<file path="config.mk">
export PLATFORM = sky130hd
export DESIGN_NAME = cordic_sched
export DESIGN_NICKNAME = d
export VERILOG_FILES = /design/src/rtl/cordic_sched.sv
export SDC_FILE = /design/constraint.sdc
export NUM_CORES = 1
export LEC_CHECK = 0
export ABC_AREA = 1
export BUFFER_PORTS_ARGS = -buffer_cell sky130_fd_sc_hd__buf_2
export CAP_MARGIN = 10
export CORE_AREA = 2 2 527 529
export DETAILED_ROUTE_END_ITERATION = 10
export DIE_AREA = 0 0 529 531
export GPL_TIMING_DRIVEN = 0
export PLACE_DENSITY = 0.3
export SLEW_MARGIN = 15
export SYNTH_ARGS = -nofsm -noshare
export SYNTH_HDL_FRONTEND = slang
export SYNTH_SLANG_ARGS = --single-unit
</file>
<file path="constraint.sdc">
create_clock -name clock -period 5.4 [get_ports clock]
set_clock_uncertainty 0.2 [all_clocks]
set_input_delay 0.27 -clock clock [delete_from_list [all_inputs] [get_ports clock]]
set_output_delay 0.27 -clock clock [all_outputs]
set_load 0.005 [all_outputs]
</file>
<file path="src/rtl/cordic_sched.sv">
// cordic_sched: round-robin scheduler sharing one rec2pol CORDIC
// among NREQ requesters, with a valid/ready result port.
module cordic_sched #(
  parameter int NREQ  = 4,
  parameter int NITER = 16,
  parameter int XW    = 129
) (
  input  logic              clock,
  input  logic              reset,
  input  logic              flush,
  input  logic [NREQ-1:0]   req_valid,
  input  logic [NREQ*XW-1:0] req_x,
  input  logic [NREQ*XW-1:0] req_y,
  output logic [NREQ-1:0]   req_ready,
  output logic              cordic_enable,
  output logic              cordic_start,
  output logic [XW-1:0]     cordic_x,
  output logic [XW-1:0]     cordic_y,
  input  logic [18:0]       cordic_angle,
  output logic              res_valid,
  input  logic              res_ready,
  output logic [18:0]       res_angle,
  output logic [2:0]        res_id,
  output logic              busy
);

  localparam logic [2:0] IDLE = 3'd0;
  localparam logic [2:0] LOAD = 3'd1;
  localparam logic [2:0] ITER = 3'd2;
  localparam logic [2:0] CAPT = 3'd3;
  localparam logic [2:0] RESP = 3'd4;

  logic [2:0]    state;
  logic [2:0]    rr;
  logic [5:0]    cnt;
  logic [7:0]    vpad;
  logic [7:0]    gpad;
  logic [3:0]    s;
  logic [2:0]    gidx;
  logic          found;
  logic [XW-1:0] xs [8];
  logic [XW-1:0] ys [8];

  assign vpad = 8'(req_valid);
  assign gpad = 8'b1 << gidx;

  // Unpack the flattened operand buses; unused slots read as zero.
  always_comb begin
    for (int i = 0; i < 8; i++) begin
      xs[i] = '0;
      ys[i] = '0;
    end
    for (int i = 0; i < NREQ; i++) begin
      xs[i] = req_x[i*XW +: XW];
      ys[i] = req_y[i*XW +: XW];
    end
  end

  // Round-robin search starting at rr, wrapping modulo NREQ.
  always_comb begin
    found = 1'b0;
    gidx  = '0;
    s     = '0;
    for (int k = 0; k < NREQ; k++) begin
      s = {1'b0, rr} + 4'(k);
      if (s >= 4'(NREQ)) s = s - 4'(NREQ);
      if (!found && vpad[s[2:0]]) begin
        found = 1'b1;
        gidx  = s[2:0];
      end
    end
  end

  // Grant is gated by reset and flush so nothing is offered then.
  always_comb begin
    req_ready = '0;
    if (reset && !flush && state == IDLE && found)
      req_ready = gpad[NREQ-1:0];
  end

  assign cordic_start  = (state == LOAD);
  assign cordic_enable = (state == LOAD) || (state == ITER);
  assign res_valid     = (state == RESP);
  assign busy          = (state != IDLE);

  // Scheduler FSM, operand registers and result capture.
  always_ff @(posedge clock or negedge reset) begin
    if (!reset) begin
      state     <= IDLE;
      rr        <= '0;
      cnt       <= '0;
      cordic_x  <= '0;
      cordic_y  <= '0;
      res_angle <= '0;
      res_id    <= '0;
    end else if (flush) begin
      state <= IDLE;
      cnt   <= '0;
    end else begin
      unique case (state)
        IDLE: begin
          if (found) begin
            state    <= LOAD;
            cordic_x <= xs[gidx];
            cordic_y <= ys[gidx];
            res_id   <= gidx;
            rr       <= (gidx == 3'(NREQ-1)) ? 3'd0 : gidx + 3'd1;
          end
        end
        LOAD: begin
          state <= ITER;
          cnt   <= '0;
        end
        ITER: begin
          if (cnt == 6'(NITER-1)) begin
            cnt   <= '0;
            state <= CAPT;
          end else begin
            cnt <= cnt + 6'd1;
          end
        end
        CAPT: begin
          res_angle <= cordic_angle;
          state     <= RESP;
        end
        RESP: begin
          if (res_ready) state <= IDLE;
        end
        default: state <= IDLE;
      endcase
    end
  end

endmodule

</file>
; ---- After elaboration in Yosys (flattened, before gate mapping)
; Cells that the tools add are included.
[totals]
reg_bits = 292
inputBits = 1059
[op_classes]
addsub = 9
n_lt_le_gt_ge = 9
n_eq_ne = 9
n_shift = 1
n_mux = 36
n_bitwise = 2
reduce_logical = 17
[op_table]
columns = cell, n
row1 = $bmux 129 s3, 2
row2 = $mux 129, 4
row3 = $mux 3, 13
row4 = $lt 3x4->1 const B, 4
row5 = $pmux 3 s5, 1
row6 = $bmux 1 s3, 4
row7 = $ge 4x3->1 const B, 3
row8 = $mux 6, 2
row9 = $pmux 6 s2, 1
row10 = $sub 3x3->3 const B, 4
row11 = $eq 3x2->1 const B, 3
row12 = $add 3x2->4 const B, 2
row13 = $mux 1, 8
row14 = $add 6x1->6 const B, 1
row15 = $eq 6x4->1 const B, 1
row16 = $logic_and 1x1->1, 6
row17 = $ne 3x2->1 const B, 2
row18 = $reduce_and 3->1, 2
row19 = $reduce_bool 3->1, 2
row20 = $add 3x1->4 const B, 1
row21 = $ge 4x4->1 const B, 1
row22 = $logic_not 1->1, 4
row23 = $mux 4, 1
row24 = $not 3->4, 1
row25 = other kinds (10), 10

; ---- Depth between registers and ports, before layout
; Gate-level depths: netlist (run 1).
[depth]
depth_word = 18
ltp_mapped = 17

; ---- Worst setup path after synthesis (run 1)
; No wires, ideal clock.
[synth_path]
path_kind = register to output
from = register rr[0]
to = output port req_ready[1]
arrival_ns = 2.185
required_ns = 4.930
path_slack_ns = 2.745
stages_incl_launch_ff = 15
cell_sequence = dfrtp_1 -> inv_2 -> ha_1 -> inv_1 -> nand3_1 -> nand3_1 -> nand3_1 -> nand2_1 -> inv_2 -> nand3_4 -> inv_2 -> buf_2 -> buf_6 -> nand2_1 -> nor2_1
[synth_via]
elab_chain_len = 16
elab_cells_between_ends = 40
classes_between = add/sub (7) / order compare (4) / shift (1) / mux (21) / reduce/logical (7)
[synth_rtl]
columns = element, line
row1 = from (decl), 34  ; logic [2:0] rr;
row2 = from (signal assigned), 107  ; rr <= (gidx == 3'(NREQ-1)) ? 3'd0 : gidx + 3'd1;
row3 = branches (longest 15 deep; another with $add 3x1->4), --
row4 = $mux 4 *, 77  ; if (reset && !flush && state == IDLE && found)
row5 = to (decl), 14  ; output logic [NREQ-1:0] req_ready,
; Every way passes the cells marked *. The select of a mux whose other input is x is not followed.

; ---- Final worst setup path (run 1)
[layout_path]
from = register rr[0]
to = register cordic_y[82]
[layout_via]
elab_chain_len = 18
elab_cells_between_ends = 42
classes_between = add/sub (7) / order compare (4) / mux (23) / bitwise (1) / reduce/logical (7)
[layout_rtl]
columns = element, line
row1 = branches (longest 18 deep; another with $add 3x1->4), --
row2 = to (signal assigned), 105  ; cordic_y <= ys[gidx];
row3 = to (decl), 18  ; output logic [XW-1:0] cordic_y,
; Several ways; the timed one is not identified. The select of a mux whose other input is x is not followed.
; A chain may end at the register's enable or synchronous reset.

==> impl_metrics.toml, run 1 <==
[setup_path]
crit_required_ps = 5800
r2r-start = "rr[0]$_DFFE_PN0P_"
cp_max_fo = 10
r2r_slack_ps = 300
crit_type = "register to register"
cp-end-kind = "register"
cp-start-kind = "register"
r2r_cells = 17
r2r_end = "cordic_y[82]$_DFFE_PN0P_"
worst_ep_arrival_time_ps = 5500

[pwr]
irDropWorstVdd_mv = 0.266
p_per_area_nw_per_um2 = 731
p_leak_uw = 0.0226

[global_route]
grt_max_degree = 73
grt_pass1_wl_microns = 292000
grt_pass1_vias = 33600
grt_util_all_layers = 0.155
grt_antenna_before_repair = 141
overflow = 0

[clocking]
cts.clk_slew.worst_paths_ps = 60
cts_tree = "done"
clk_path_buf_depth = 3
htree_levels = 2
worstSkewPairLatency_ps = 660
cts_buffers = 46
cts-root-buf = "clkbuf_16"
cts.sinks = 292
post_cts_buffers = 0

[sta]
slew_viol_final = 0
fin_crit_sh = 0.944
relSlewSlack = 0.244
fmax_ghz = 0.196
finalHoldViolations = 0
setup_viol = 0
min_period_ps = 5100
worst_slack_ps = 303
tightest_slew_ps = 1130

[logic_synthesis]
synth_cells = 3741
syn_area_per_cell_sq_um = 5.99
synth_nets = 4803
netlist.area_leader.share = 0.326
syn_area_sq_um = 22400
yosys_most_used_dff = "dfrtp_1"
synth_top_area_cell = "dfrtp_1"
post-synth-top-count-cell = "nand2_1"
synth-async-reset-ratio = 1.00
ys_ff_latch = 292
synth_enable_flop_cells = 0
yosysSeqAreaShare = 0.326
synth.distinct_cells = 32
yosys_warnings = 0
netlist_top_cells_count = "nand2_1, nor2_1, dfrtp_1, inv_1, nand3b_1"
synth.top_cells.by_area = "dfrtp_1, nand2_1, nor2_1"

[worst_hold_path]
hold_path.startpoint = "req_x[299]"
min_to = "cordic_x[41]$_DFFE_PN0P_"
hold_depth = 5
hp-class = "input pin to register"

[die]
start_util = 0.0814
fp.dieW_microns = 529
core-area_sq_um = 275000
pin_count = 1347
dieArea_sq_um = 281000
rows = 193
die_h_microns = 531

[cells_and_area]
area_growth_syn_to_layout_pct = 94.1
drive_gt1_frac = 0.306
nets = 7000
n_fill_cell = 32500
final_cells = 9663

[status]
status = "completed"

[detailed_routing]
avgViaCountPerCell = 3.42
drtIter0Drc = 1788
vias = 33000
ant_nets = 0
drc = 0
wirelength_microns = 227000
firstDrtPassIters = 6
post_drt_wl_per_cell_microns = 23.5

[job]
maxCapViolCount = 0

[placed_design]
pre_cts_ws_ps = 316
io_buffers = 1346
gp_congestion = 0.972
dp.final_hpwl_microns = 191000
dp_cells = 8699
[area by class of cell]
cell class / instances / area [sq um] / area share
diodes: 87 / 218 / 0.00500
flip-flops and latches: 292 / 7310 / 0.168
inverters: 270 / 1030 / 0.0236
clock buffers: 71 / 1400 / 0.0322
well taps: 3607 / 4510 / 0.104
multi-input cells: 2952 / 13000 / 0.298
repair buffers: 2149 / 14900 / 0.342
clock inverters: 8 / 42.5 / 0.000978
plain buffers: 227 / 1160 / 0.0267
[metal layers]
metal,share of wire,GRT usage,vias to the layer above,wire length (microns)
li1,-,-,15700,-
met4,0.039,0.0534,98,8860
met5,0.0029,0,-,657
met2,0.50,0.283,1400,114000
met1,0.37,0.163,15500,83900
met3,0.087,0.0542,353,19800
[kinds of logic (layout without fill, tap and decap cells)]
| group | after synthesis | count (layout) | share of synthesized area |
|---|---|---|---|
| compound gates | 25 | 25 | 0.00597 |
| xor+xnor | 2 | 2 | 0.000782 |
| fa+ha+maj | 3 | 3 | 0.00167 |
| buf+inv | 497 | 2725 | 0.0958 |
| flops | 292 | 292 | 0.326 |
| mux | 19 | 19 | 0.00954 |
| other cells | 0 | 87 | 0 |
| simple gates | 2903 | 2903 | 0.560 |
[how the worst max path moves through the flow]
| stage | start | endpoint | slack [ps] | cells after the start |
|---|---|---|---|---|
| finish | rr[0]$_DFFE_PN0P_ | cordic_y[82]$_DFFE_PN0P_ | 300 | 17 |
| global route | rr[0]$_DFFE_PN0P_ | cordic_x[22]$_DFFE_PN0P_ | -3 | 16 |
| CTS | rr[0]$_DFFE_PN0P_ | cordic_y[14]$_DFFE_PN0P_ | 50 | 18 |
| detailed placement | rr[0]$_DFFE_PN0P_ | cordic_x[83]$_DFFE_PN0P_ | 320 | 14 |
| global placement | reset | cordic_y[4]$_DFFE_PN0P_ | -3950 | 1 |
| floorplan | rr[0]$_DFFE_PN0P_ | req_ready[1] | 2750 | 14 |
[critical path, stage by stage, from the launching register on]
cell and delay, ps:
dfrtp_1 480, inv_2 160, ha_1 390, inv_1 90, nand3_1 120, nand3_1 210
nand2_1 110, nand2_1 60, nand2_2 240, nand2_2 170, inv_4 290, clkbuf_1 690
nand2_1 300, nand2_1 130, dlygate4sd3_1 560, nor2_1 100, nor2_1 160, dlygate4sd3_1 550
[state kept, by name, summed over array words and instances, names as in the netlist]
register	cells
cnt	6
cordic_x	129
cordic_y	129
res_angle	19
res_id	3
rr	3
state	3
[power by group]
part / internal, uW / total (uW) / switching, uW
clock network: 1760 / 3120 / 1360
registers: 3310 / 3920 / 617
logic: 10000 / 24700 / 14700
total: 15100 / 31800 / 16700
[placed cells by master (no fill, tap or decap), types with 2 or more instances in the layout]
| master | Yosys | routed |
|---|---|---|
| nand4_1 | 3 | 3 |
| inv_2 | 5 | 3 |
| buf_4 | 11 | 9 |
| buf_6 | 12 | 14 |
| inv_1 | 265 | 265 |
| clkbuf_1 | 75 | 80 |
| clkbuf_16 | 0 | 49 |
| buf_16 | 0 | 4 |
| nor3_1 | 7 | 7 |
| or2_2 | 226 | 226 |
| nor2_2 | 2 | 2 |
| a21oi_1 | 4 | 4 |
| clkbuf_4 | 0 | 4 |
| nand3b_1 | 244 | 244 |
| dfrtp_1 | 292 | 292 |
| o21ai_0 | 18 | 18 |
| clkbuf_8 | 0 | 9 |
| nand3_1 | 32 | 32 |
| ha_1 | 3 | 3 |
| diode_2 | 0 | 87 |
| dlygate4sd3_1 | 0 | 797 |
| and3_1 | 3 | 3 |
| nand2_2 | 3 | 3 |
| or2_1 | 30 | 30 |
| clkbuf_2 | 0 | 8 |
| buf_2 | 121 | 1462 |
| buf_12 | 0 | 2 |
| or2_0 | 2 | 2 |
| clkinv_2 | 0 | 7 |
| mux2_2 | 19 | 19 |
| nand2_1 | 1808 | 1808 |
| buf_1 | 8 | 8 |
| nor2_1 | 540 | 540 |
[through the flow]
stage                     instance area, sq um  hold slack [ps]  total power [uW]  utilization  TNS [ps]
after floorplan                          22400             -226             13700            -         0
after global placement                   33700              269             24100        0.122  -1121330
after detailed placement                 33800            -42.2             24100        0.123         0
after CTS                                43300             11.7             32600        0.157         0
after global routing                     43400             34.5             34600        0.158     -3.35
final                                    43500             16.5             31800        0.158         0
[what timing repair did]
action,CTS,global route
hold buffers,798,0
resized for setup,2,13
hold endpoints to repair,442,0
gates cloned,0,0
setup endpoints to repair,1,53
(Power assumes the default switching activity.)
==> run 2, diff against run 1 <==
--- a/config.mk
+++ b/config.mk
@@ -13,6 +13,7 @@
 export DIE_AREA = 0 0 529 531
 export GPL_TIMING_DRIVEN = 0
 export PLACE_DENSITY = 0.3
+export RECOVER_POWER = 25
 export SLEW_MARGIN = 15
 export SYNTH_ARGS = -nofsm -noshare
 export SYNTH_HDL_FRONTEND = slang
==> constraint.sdc (replaced) <==
create_clock -name clock -period 4.25 [get_ports clock]
set_clock_uncertainty 0.2 [all_clocks]
set_input_delay 0.2125 -clock clock [delete_from_list [all_inputs] [get_ports clock]]
set_output_delay 0.2125 -clock clock [all_outputs]
set_load 0.005 [all_outputs]
==> run 2 against run 1 <==
Effect of this change: the run now ends with capacitance limit, slew limit left; non-clock buffer count grew 243; register-to-register slack lost 40 ps; clock-buffer cell count is the same; fmax grew 28%; critical endpoint is now cordic_y[110]$_DFFE_PN0P_; utilization grew 0.89 points.
==> impl_metrics.toml, run 2 (synthesis results as in run 1) <==
[sta]
fmax_ghz = 0.251
tightest_slew_ps = 2280
setup_viol = 0
slew_viol_final = 67
rsz0062_at_grt = "true"
min_period_ps = 3990
fin_crit_sh = 0.938
fin_tns_setup_ps = 0
finalHoldViolations = 0
relSlewSlack = -0.518

[pwr]
power.total_uw = 37200
irDropWorstVdd_mv = 0.341
p_leak_uw = 0.0236
p_per_area_nw_per_um2 = 810

[status]
violations = "capacitance limit, slew limit"
status = "finished, violations left"

[worst_hold_path]
hp-class = "input pin to register"
hold_depth = 5
min_to = "cordic_y[15]$_DFFE_PN0P_"
hold_path.startpoint = "req_y[15]"

[clocking]
cts.sinks = 292
cts_tree = "done"
cts.clk_slew.worst_paths_ps = 60
cts-root-buf = "clkbuf_16"
clk_path_buf_depth = 3
cts_buffers = 46
htree_levels = 2
worstSkewPairLatency_ps = 670

[setup_path]
r2r_slack_ps = 260
r2r_cells = 15
r2r-start = "rr[1]$_DFFE_PN0P_"
r2r_end = "cordic_y[110]$_DFFE_PN0P_"
cp_max_fo = 11
cp-end-kind = "register"
cp-start-kind = "register"
crit_type = "register to register"
crit_required_ps = 4660
worst_ep_arrival_time_ps = 4400

[detailed_routing]
met3_length_microns = 18300
drtIter0Drc = 1786
route.met2.wl_microns = 114000
avgViaCountPerCell = 3.40
vias = 33700
drc = 0
firstDrtPassIters = 5
highest_layer = "met5"
post_drt_wl_per_cell_microns = 23.2
ant_nets = 0
m1WireLength_microns = 86600
wirelength_microns = 229000

[cells_and_area]
reg.largest.list = "cordic_x x129, cordic_y x129, res_angle x19"
nets = 7243
drive_gt1_frac = 0.288
seq_area_sq_um = 7310
multi_input_comb_area_sq_um = 13000
final_common_cell = "nand2_1"
n_fill_cell = 32100
layout_common_cells = "nand2_1, buf_2, dlygate4sd3_1, nor2_1, dfrtp_1"
area_growth_syn_to_layout_pct = 105

[die]
fp.dieW_microns = 529
pin_count = 1347
die_h_microns = 531
rows = 193
core-area_sq_um = 275000
start_util = 0.0814
dieArea_sq_um = 281000

[placed_design]
dp.final_hpwl_microns = 191000
gp_congestion = 0.972
io_buffers = 1346

[global_route]
grt_pass1_vias = 34300
overflow = 0
grt_pass1_wl_microns = 295000
grt_max_degree = 73
grt_antenna_before_repair = 136
grt_util_all_layers = 0.156

[job]
maxCapViolCount = 1
==> run 2: worst max-delay path by stage <==
stage	start	to	slack [ps]	cells past startpoint
after floorplan	rr[0]$_DFFE_PN0P_	req_ready[1]	1650	14
after global placement	reset	cordic_y[4]$_DFFE_PN0P_	-5040	1
after detailed placement	rr[0]$_DFFE_PN0P_	cordic_x[83]$_DFFE_PN0P_	-830	14
after CTS	rr[0]$_DFFE_PN0P_	req_ready[3]	-40	12
after global routing	rr[1]$_DFFE_PN0P_	cordic_x[24]$_DFFE_PN0P_	-30	16
final	rr[1]$_DFFE_PN0P_	cordic_y[110]$_DFFE_PN0P_	260	15
==> run 2: worst max-delay path, cell delays in order, from the launching register on <==
cell and delay, ps:
dfrtp_1 430, inv_1 160, ha_4 320, inv_1 70, nand3_1 110, nand2_1 60, nor2_1 220, nand4_4 300
nand2_2 280, buf_4 460, buf_2 340, nand2_1 130, nand2_1 90, dlygate4sd3_1 550, nor2_1 50, nor2_1 120
==> run 2: routing by layer <==
layer,vias up,global-route usage
li1,16100,-
met1,15700,0.169
met2,1464,0.285
met3,331,0.0441
met4,72,0.0584
met5,-,0
==> run 2: cell type report <==
type / instances / share of cell area
diodes: 78 / 0.00425
clock buffers: 71 / 0.0304
flip-flops and latches: 292 / 0.159
inverters: 270 / 0.0226
multi-input cells: 2952 / 0.283
plain buffers: 226 / 0.0267
well taps: 3607 / 0.0982
repair buffers: 2393 / 0.375
clock inverters: 8 / 0.000926
==> run 2: what timing repair did <==
item	in CTS	in global routing
setup buffers	5	0
endpoints found under the setup margin	155	169
gates resized for setup	34	27
pin swaps	1	0
endpoints found under the hold margin	453	0
hold buffers	1037	0
==> run 2: through the flow <==
stage          instance area (sq um)  setup WS, ps   util  instances  hold WS [ps]
6_report                       46000           262  0.167       9897          9.54
5_1_grt                        45900         -29.1  0.167       9862          50.1
4_1_cts                        45800         -42.8  0.166       9819          3.51
3_5_place_dp                   33800          -834  0.123       8699         -99.7
3_3_place_gp                   33700         -5040  0.122       8694           251
2_1_floorplan                  22400          1650      -       3741          -283
==> run 2: power breakdown <==
part | switching (uW) | leakage (uW) | total [uW] | internal [uW]
Clock | 1750 | 0.000712 | 3980 | 2230
Sequential | 792 | 0.00326 | 5000 | 4210
Combinational | 18400 | 0.0196 | 28200 | 9830
Total | 20900 | 0.0236 | 37200 | 16300
